File: src/rtl/fpu_op_sequencer_if.sv
// Issue, operand/result and FP register-file write bundle between the decoder/FP units and the sequencer.
// The slave modport is the sequencer side; master is the decoder/unit/register-file side.
interface fpu_op_sequencer_if;
  logic        issue_valid;
  logic        issue_ready;
  logic [2:0]  issue_op;
  logic        issue_dbl;
  logic [4:0]  issue_fd;
  logic        opnd_latch;
  logic [2:0]  unit_sel;
  logic [31:0] res_hi;
  logic [31:0] res_lo;
  logic        res_cmp;
  logic        wb_en;
  logic [4:0]  wb_addr;
  logic [31:0] wb_data;

  modport slave (
    input  issue_valid, issue_op, issue_dbl, issue_fd, res_hi, res_lo, res_cmp,
    output issue_ready, opnd_latch, unit_sel, wb_en, wb_addr, wb_data
  );

  modport master (
    output issue_valid, issue_op, issue_dbl, issue_fd, res_hi, res_lo, res_cmp,
    input  issue_ready, opnd_latch, unit_sel, wb_en, wb_addr, wb_data
  );
endinterface

File: src/rtl/fpu_op_sequencer.sv
// Multi-cycle FP op sequencer: issue -> EXEC (lat cycles) -> 0..2 writeback beats; optional FPU_STATUS_EN sticky status.
// Latency: lat EXEC cycles then WB_HI (+WB_LO for doubles); c.eq/reserved finish at EXEC exit.
// Backpressure: issue_ready only in IDLE; stall holds the core for the whole operation.
module fpu_op_sequencer #(
  parameter int LAT_ADD   = 2,
  parameter int LAT_MUL   = 3,
  parameter int LAT_DIV   = 8,
  parameter int DBL_EXTRA = 1
) (
  input  logic                  clk,
  input  logic                  rst_n,
  fpu_op_sequencer_if.slave     bus,
  output logic                  fp_cond,
  output logic                  stall,
  output logic                  done
`ifdef FPU_STATUS_EN
  ,
  input  logic [7:0]            unit_status,
  input  logic                  status_clr,
  output logic [7:0]            sticky_status
`endif
);

  localparam logic [1:0] IDLE  = 2'd0;
  localparam logic [1:0] EXEC  = 2'd1;
  localparam logic [1:0] WB_HI = 2'd2;
  localparam logic [1:0] WB_LO = 2'd3;

  logic [1:0]  state;
  logic [4:0]  cnt;
  logic [2:0]  op_q;
  logic        dbl_q;
  logic [4:0]  fd_q;
  logic [31:0] hold_lo;
  logic [4:0]  wb_addr_q;
  logic [31:0] wb_data_q;
  logic        fp_cond_q;
  logic        exec_last;

  function automatic logic [4:0] lat_m1(input logic [2:0] op, input logic dbl);
    int lat;
    case (op)
      3'd2:    lat = LAT_MUL;
      3'd3:    lat = LAT_DIV;
      default: lat = LAT_ADD;
    endcase
    if (dbl) lat = lat + DBL_EXTRA;
    return 5'(lat - 1);
  endfunction

  assign exec_last = (state == EXEC) && (cnt == 5'd0);

  // wb_data_q doubles as the high-half hold register: it is loaded with res_hi on EXEC exit.
  always_ff @(posedge clk or negedge rst_n) begin
    if (!rst_n) begin
      state     <= IDLE;
      cnt       <= 5'd0;
      op_q      <= 3'd0;
      dbl_q     <= 1'b0;
      fd_q      <= 5'd0;
      hold_lo   <= 32'd0;
      wb_addr_q <= 5'd0;
      wb_data_q <= 32'd0;
      fp_cond_q <= 1'b0;
    end else begin
      case (state)
        IDLE: begin
          if (bus.issue_valid) begin
            op_q  <= bus.issue_op;
            dbl_q <= bus.issue_dbl;
            fd_q  <= bus.issue_fd;
            cnt   <= lat_m1(bus.issue_op, bus.issue_dbl);
            state <= EXEC;
          end
        end
        EXEC: begin
          if (cnt == 5'd0) begin
            if (op_q == 3'd4) begin
              fp_cond_q <= bus.res_cmp;
              state     <= IDLE;
            end else if (op_q > 3'd4) begin
              state <= IDLE;
            end else begin
              hold_lo   <= bus.res_lo;
              wb_data_q <= bus.res_hi;
              wb_addr_q <= fd_q;
              state     <= WB_HI;
            end
          end else begin
            cnt <= cnt - 5'd1;
          end
        end
        WB_HI: begin
          if (dbl_q) begin
            wb_addr_q <= 5'(fd_q + 5'd1);
            wb_data_q <= hold_lo;
            state     <= WB_LO;
          end else begin
            state <= IDLE;
          end
        end
        default: state <= IDLE;
      endcase
    end
  end

`ifdef FPU_STATUS_EN
  always_ff @(posedge clk or negedge rst_n) begin
    if (!rst_n) begin
      sticky_status <= 8'd0;
    end else if (exec_last && (op_q <= 3'd4)) begin
      sticky_status <= (status_clr ? 8'd0 : sticky_status) | unit_status;
    end else if (status_clr) begin
      sticky_status <= 8'd0;
    end
  end
`endif

  assign bus.issue_ready = (state == IDLE);
  assign stall           = (state != IDLE);
  assign bus.opnd_latch  = (state == IDLE) && bus.issue_valid;
  assign bus.unit_sel    = op_q;
  assign bus.wb_en       = (state == WB_HI) || (state == WB_LO);
  assign bus.wb_addr     = wb_addr_q;
  assign bus.wb_data     = wb_data_q;
  assign fp_cond         = fp_cond_q;
  assign done            = (exec_last && (op_q >= 3'd4)) ||
                           ((state == WB_HI) && !dbl_q) ||
                           (state == WB_LO);

endmodule

File: src/flat_wrapper.sv
// flat-port wrapper written by rule: the top's interface ports become plain ports
module fpu_op_sequencer_flat 
#(
  parameter int LAT_ADD   = 2,
  parameter int LAT_MUL   = 3,
  parameter int LAT_DIV   = 8,
  parameter int DBL_EXTRA = 1
)
  (clk, rst_n, fp_cond, stall, done, bus_issue_valid, bus_issue_op, bus_issue_dbl, bus_issue_fd, bus_res_hi, bus_res_lo, bus_res_cmp, bus_issue_ready, bus_opnd_latch, bus_unit_sel, bus_wb_en, bus_wb_addr, bus_wb_data);
  fpu_op_sequencer_if bus_i ();
  input  logic clk;
  input  logic rst_n;
  output logic fp_cond;
  output logic stall;
  output logic done;
  input wire logic [$bits(bus_i.issue_valid)-1:0] bus_issue_valid;
  input wire logic [$bits(bus_i.issue_op)-1:0] bus_issue_op;
  input wire logic [$bits(bus_i.issue_dbl)-1:0] bus_issue_dbl;
  input wire logic [$bits(bus_i.issue_fd)-1:0] bus_issue_fd;
  input wire logic [$bits(bus_i.res_hi)-1:0] bus_res_hi;
  input wire logic [$bits(bus_i.res_lo)-1:0] bus_res_lo;
  input wire logic [$bits(bus_i.res_cmp)-1:0] bus_res_cmp;
  output wire logic [$bits(bus_i.issue_ready)-1:0] bus_issue_ready;
  output wire logic [$bits(bus_i.opnd_latch)-1:0] bus_opnd_latch;
  output wire logic [$bits(bus_i.unit_sel)-1:0] bus_unit_sel;
  output wire logic [$bits(bus_i.wb_en)-1:0] bus_wb_en;
  output wire logic [$bits(bus_i.wb_addr)-1:0] bus_wb_addr;
  output wire logic [$bits(bus_i.wb_data)-1:0] bus_wb_data;
  assign bus_i.issue_valid = bus_issue_valid;
  assign bus_i.issue_op = bus_issue_op;
  assign bus_i.issue_dbl = bus_issue_dbl;
  assign bus_i.issue_fd = bus_issue_fd;
  assign bus_i.res_hi = bus_res_hi;
  assign bus_i.res_lo = bus_res_lo;
  assign bus_i.res_cmp = bus_res_cmp;
  assign bus_issue_ready = bus_i.issue_ready;
  assign bus_opnd_latch = bus_i.opnd_latch;
  assign bus_unit_sel = bus_i.unit_sel;
  assign bus_wb_en = bus_i.wb_en;
  assign bus_wb_addr = bus_i.wb_addr;
  assign bus_wb_data = bus_i.wb_data;
  fpu_op_sequencer #(.LAT_ADD(LAT_ADD), .LAT_MUL(LAT_MUL), .LAT_DIV(LAT_DIV), .DBL_EXTRA(DBL_EXTRA)) u_core (.clk(clk), .rst_n(rst_n), .bus(bus_i), .fp_cond(fp_cond), .stall(stall), .done(done));
endmodule
File: config.mk
export PLATFORM = sky130hd
export DESIGN_NAME = fpu_op_sequencer_flat
export DESIGN_NICKNAME = d
export VERILOG_FILES = /design/src/rtl/fpu_op_sequencer_if.sv /design/src/rtl/fpu_op_sequencer.sv /design/src/flat_wrapper.sv
export SDC_FILE = /design/constraint.sdc
export NUM_CORES = 1
export LEC_CHECK = 0
export CORE_ASPECT_RATIO = 0.7
export CORE_UTILIZATION = 48
export CTS_BUF_LIST = sky130_fd_sc_hd__clkbuf_4 sky130_fd_sc_hd__clkbuf_8
export DETAILED_ROUTE_END_ITERATION = 8
export GPL_TIMING_DRIVEN = 0
export PLACE_DENSITY = 0.82
export SLEW_MARGIN = 20
export SYNTH_ARGS = -nofsm -noshare
export SYNTH_HDL_FRONTEND = slang
export SYNTH_SLANG_ARGS = --single-unit
File: constraint.sdc
create_clock -name clk -period 3 [get_ports clk]
set_clock_uncertainty 0.15 [all_clocks]
set_input_delay 0.45 -clock clk [delete_from_list [all_inputs] [get_ports clk]]
set_output_delay 0.45 -clock clk [all_outputs]
set_load 0.02 [all_outputs]
# --- Word level (Yosys, flattened, before mapping) ---
# Cells that the tools add are included.
word_totals:
  register_bits: 86
  word_cells: 73
classes:
  addsub: 4
  magnitude_cmp: 2
  n_eq_ne: 12
  mux: 25
  n_bitwise: 2
  reduce_logical: 19
op_table:
  columns: ["operator", "count"]
  rows:
  - ["two-way mux 32 bit", 4]
  - ["case mux 32 bit (2 select lines)", 1]
  - ["two-way mux 5 bit", 11]
  - ["case mux 5 bit (2 select lines)", 2]
  - ["two-way mux 2 bit", 5]
  - ["!= test 2 bit (second input constant)", 5]
  - ["case mux 4 bit (2 select lines)", 1]
  - ["== test 3 x 2 -> 1 bit (second input constant)", 2]
  - ["case mux 2 bit (3 select lines)", 1]
  - ["AND reduction 3 bit", 2]
  - ["nonzero test 2 bit", 3]
  - ["adder 5 x 1 -> 5 bit (second input constant)", 1]
  - ["adder 5 x 2 -> 5 bit (second input constant)", 1]
  - ["zero test 5 bit", 1]
  - ["AND reduction 5 bit", 1]
  - ["subtractor 5 x 1 -> 5 bit (second input constant)", 1]
  - ["subtractor 5 x 2 -> 5 bit (second input constant)", 1]
  - ["== test 2 bit (second input constant)", 2]
  - ["logical AND 1 bit", 4]
  - ["AND reduction 2 bit", 2]
  - ["AND reduction 4 bit", 1]
  - ["== test 3 bit (second input constant)", 1]
  - ["greater-or-equal comparator 3 bit (second input constant)", 1]
  - ["> comparator 3 bit (second input constant)", 1]
  - ["other kinds (6)", 9]

# --- Depth between registers and ports, before layout ---
logic_depth:
  ltp_word: 11
  mapped_depth: 8
  mapped_depth_nobuf: 7

# --- Worst setup path after synthesis ---
# Ideal clock, no wire load.
synth_path:
  path_kind: "flip-flop to flip-flop"
  startpoint: "register u_core.cnt[0]"
  endpoint: "register u_core.hold_lo[10]"
  arrival_ns: 2.000
  required_time_ns: 2.725
  slack_ns: 0.725
  path_stages_with_launch: 8
  n_path_buf: 2
  synth_period_minus_slack_ns: 2.275
  cell_sequence: "dfrtp_1 inv_1 ha_1 or4b_4 or3_1 buf_6 buf_12 mux2_4"
synth_between:
  elab_chain_len: 2
synth_lines:
  columns: ["element", "line", "rtl"]
  rows:
  - ["from (decl)", "fpu_op_sequencer.sv:30", "logic [4:0] cnt;"]
  - ["from (signal assigned)", "fpu_op_sequencer.sv:72", "cnt <= lat_m1(bus.issue_op, bus.issue_dbl);"]
  - ["from (signal assigned)", "fpu_op_sequencer.sv:90", "cnt <= cnt - 5'd1;"]
  - ["zero test 5 bit", "fpu_op_sequencer.sv:77", "if (cnt == 5'd0) begin"]
  - ["AND reduction 4 bit (no source line)", null, null]
  - ["to (signal assigned)", "fpu_op_sequencer.sv:84", "hold_lo <= bus.res_lo;"]
  - ["to (decl)", "fpu_op_sequencer.sv:34", "logic [31:0] hold_lo;"]
# No other way between the ends.
# A chain may end at the register's enable or synchronous reset.

# --- Worst setup path in the final report ---
layout_path:
  startpoint: "register u_core.cnt[0]"
  endpoint: "output done"
layout_between:
  elab_chain_len: 5
layout_lines:
  columns: ["element", "line", "rtl"]
  rows:
  - ["zero test 5 bit", "fpu_op_sequencer.sv:51", "assign exec_last = (state == EXEC) && (cnt == 5'd0);"]
  - ["logical AND 1 bit", "fpu_op_sequencer.sv:51", null]
  - ["logical AND 1 bit", "fpu_op_sequencer.sv:127", "assign done = (exec_last && (op_q >= 3'd4)) ||"]
  - ["logical OR 1 bit", "fpu_op_sequencer.sv:127", null]
  - ["logical OR 1 bit", "fpu_op_sequencer.sv:128", "((state == WB_HI) && !dbl_q) ||"]
  - ["to (decl)", "flat_wrapper.sv:15", "output logic done;"]
# No other way between the ends.

==> results.toml <==
[outcome]
status = "completed"

[setup_path]
worst-path-stages = 6
cp-end-kind = "output port"
r2r_start = "u_core.cnt[0]"
path_delay_family = "buffers and inverters"
crit_path_max_incr_delay_ps = 610
crit_type = "reg -> out"
crit_chain = "inv_1 > ha_1 > nor4b_2 > a21oi_1 > nor2_1 > clkdlybuf4s50_1"
crit_slowest_cell = "clkdlybuf4s50_1"
worstSetupStartpointType = "flip-flop"
crit_fanout = 4
reg2reg_depth = 8
critPathBufInv = 2
crit_start = "u_core.cnt[0]"
critPathArrivalTime_ps = 2190
critPathRequiredTime_ps = 2400

[sta]
slew_headroom_pct = 48.20
setup_viol = 0
rsz0062_at_grt = "false"
maxSlewViolCount = 0
period_needed_ps = 2787
worst_pin_slew_ps = 776.9
report.final.hold_viol_count = 0
fin_crit_sh_pct = 92.91
tns_ps = 0
hold_ws_ps = 337.2
max_freq_mhz = 358.8

[grt]
globalRouteMet3Util_pct = 7.647
grt.busiest_layer = "met2"
grt_use_met1_pct = 29.37
grt_usage_pct = 21.89
grt_pass1_vias = 2931
use_met2_pct = 34.19
antenna_found_initial = 0
grt_overflow_total = 0
grt_pass1_wl_um = 14280
grt_max_degree = 46

[logic_synthesis]
synth_edf_count = 0
synth_flop_cell = "dfrtp_1"
syn_area_um2 = 3906
ys_seq_area_share_pct = 55.09
ys_ff_latch = 86
syn_area_per_cell_um2 = 11.80
yosysWarnings = 0
synth_cells = 331
syn_nets = 411
synth.distinct_cells = 35
async_flop_share_pct = 100.0

[route]
ant_nets = 0
routedWlPerCell_um = 15.59
first_iter_violations = 96
drt-total-wl_um = 8901
vias_per_cell = 5.147
dr.pass1.iters = 4
via_count = 2939
drt_drc_violations_left = 0

[floorplanning]
die_area_um2 = 8508
core_area_um2 = 7871
die_h_um = 77.48
floorplan.initialDensity_pct = 49.63
row_count = 27
die_x_um = 109.8
io_pins = 123

[finish]
drive_gt1_share_pct = 13.19
final_common_cell = "clkdlybuf4s50_1"
area_growth_pct = 40.39
final_cell_mix = "clkdlybuf4s50_1, dfrtp_1, nand2_1"
n_fill_cell = 603
final_nets = 545
n_antenna_cell = 0

[hold_path]
min_path_type = "reg -> reg"
hp-start = "u_core.bus.wb_addr[2]"
holdPathStages = 2

[pwr]
ir_worst_vdd_v = 0.0004246
pwr_density_cell_nw_per_um2 = 942.6
leakage_nw = 2.456
power_mw = 5.169

[place]
globalplace.congestion = 0.8025
portBuffers = 122
hpwlAfterDp_um = 6632

[cts]
cts-root-buf = "clkbuf_8"
clock_path_buffers = 2
cts_tree = "yes"
clk_pin_slew_ps = 80
cts_buffers = 9
clock-sinks = 86
htreeDepth = 3
clk_latency_ps = 340
post-cts-setup-buffers = 0

[run]
maxCapViolCount = 0
-- state kept, by name (all words and copies together) (netlist names) --
| register | cells |
|---|---|
| u_core.fp_cond | 1 |
| u_core.bus.wb_data | 32 |
| u_core.bus.wb_addr | 5 |
| u_core.state | 2 |
| u_core.hold_lo | 32 |
| u_core.cnt | 5 |
| u_core.bus.unit_sel | 3 |
| u_core.dbl_q | 1 |
| u_core.fd_q | 5 |
-- where the power goes --
| group | switching [mW] | internal, mW |
|---|---|---|
| registers | 0.388 | 1.74 |
| logic | 1.04 | 1.23 |
| clock network | 0.417 | 0.352 |
| total | 1.84 | 3.33 |
-- per-layer routing --
metal / share of wire [%] / vias up
met5: 0 / -
met4: 0.79 / 0
met3: 7.8 / 6
met2: 46 / 89
met1: 46 / 1442
li1: - / 1402
-- Yosys cell counts (all sizes together), types with 2 or more instances --
| library cell | number | area share (%) |
|---|---|---|
| nand4 | 2 | 0.32 |
| nand3 | 3 | 0.38 |
| mux2 | 34 | 13 |
| dfrtp | 86 | 55 |
| nor2b | 3 | 0.48 |
| xor2 | 4 | 0.90 |
| clkbuf | 14 | 1.3 |
| nand2 | 68 | 6.5 |
| a211oi | 2 | 0.38 |
| ha | 3 | 0.96 |
| inv | 9 | 0.86 |
| buf | 5 | 2.0 |
| a21oi | 4 | 0.51 |
| o21ai | 37 | 4.7 |
| mux2i | 33 | 8.5 |
| nor3 | 3 | 0.38 |
| nor2 | 6 | 0.58 |
-- final timing paths --
| check | endpoint | slack [ps] |
|---|---|---|
| max | done | 210 |
| min | u_core.bus.wb_addr[2] | 340 |
| max reg2reg | u_core.bus.wb_data[24] | 450 |
| min reg2reg | u_core.bus.wb_addr[2] | 340 |
| max in group asynchronous | u_core.hold_lo[1] | 1600 |
| min in group asynchronous | u_core.bus.wb_data[31] | 470 |
-- repair_timing --
| action | 4_1_cts | 5_1_grt |
|---|---|---|
| hold endpoints to repair | 41 | 0 |
| hold buffers | 1 | 0 |
| resized for setup | 1 | 0 |
| setup endpoints to repair | 1 | 1 |
-- cell families after synthesis --
kind of cell,share of synthesized area (%)
simple gates,10.28
flops,55.09
mux,21.14
compound gates,7.239
buf+inv,4.164
xor+xnor,1.121
fa+ha+maj,0.9610
-- layout make-up --
class                   count  area, µm²  area share, %
well taps                 101      126.4          2.304
plain buffers              18      125.1          2.282
flip-flops and latches     86       2152          39.24
repair buffers            124       1256          22.91
inverters                   9      33.78         0.6160
clock inverters             5      41.29         0.7529
clock buffers              11      151.4          2.761
multi-input cells         217       1598          29.14
-- worst min-delay path, delay by kind of cell, from the launching register on --
kind / cells / cell delay (ps)
flip-flops: 1 / 350
AO/OA/AOI/OAI: 1 / 60
AND/OR/NAND/NOR: 1 / 50
-- through the flow --
stage | utilization (%) | setup WS [ps] | area (µm²) | std cells
2_1_floorplan | - | 724.9 | 3906 | 331
3_3_place_gp | 66.75 | -1723 | 5254 | 554
3_5_place_dp | 67.06 | 192.4 | 5279 | 555
4_1_cts | 69.72 | 40.48 | 5488 | 572
5_1_grt | 69.67 | 70.41 | 5484 | 571
6_report | 69.67 | 212.8 | 5484 | 571
No activity file was read; power rests on OpenSTA's default activity.
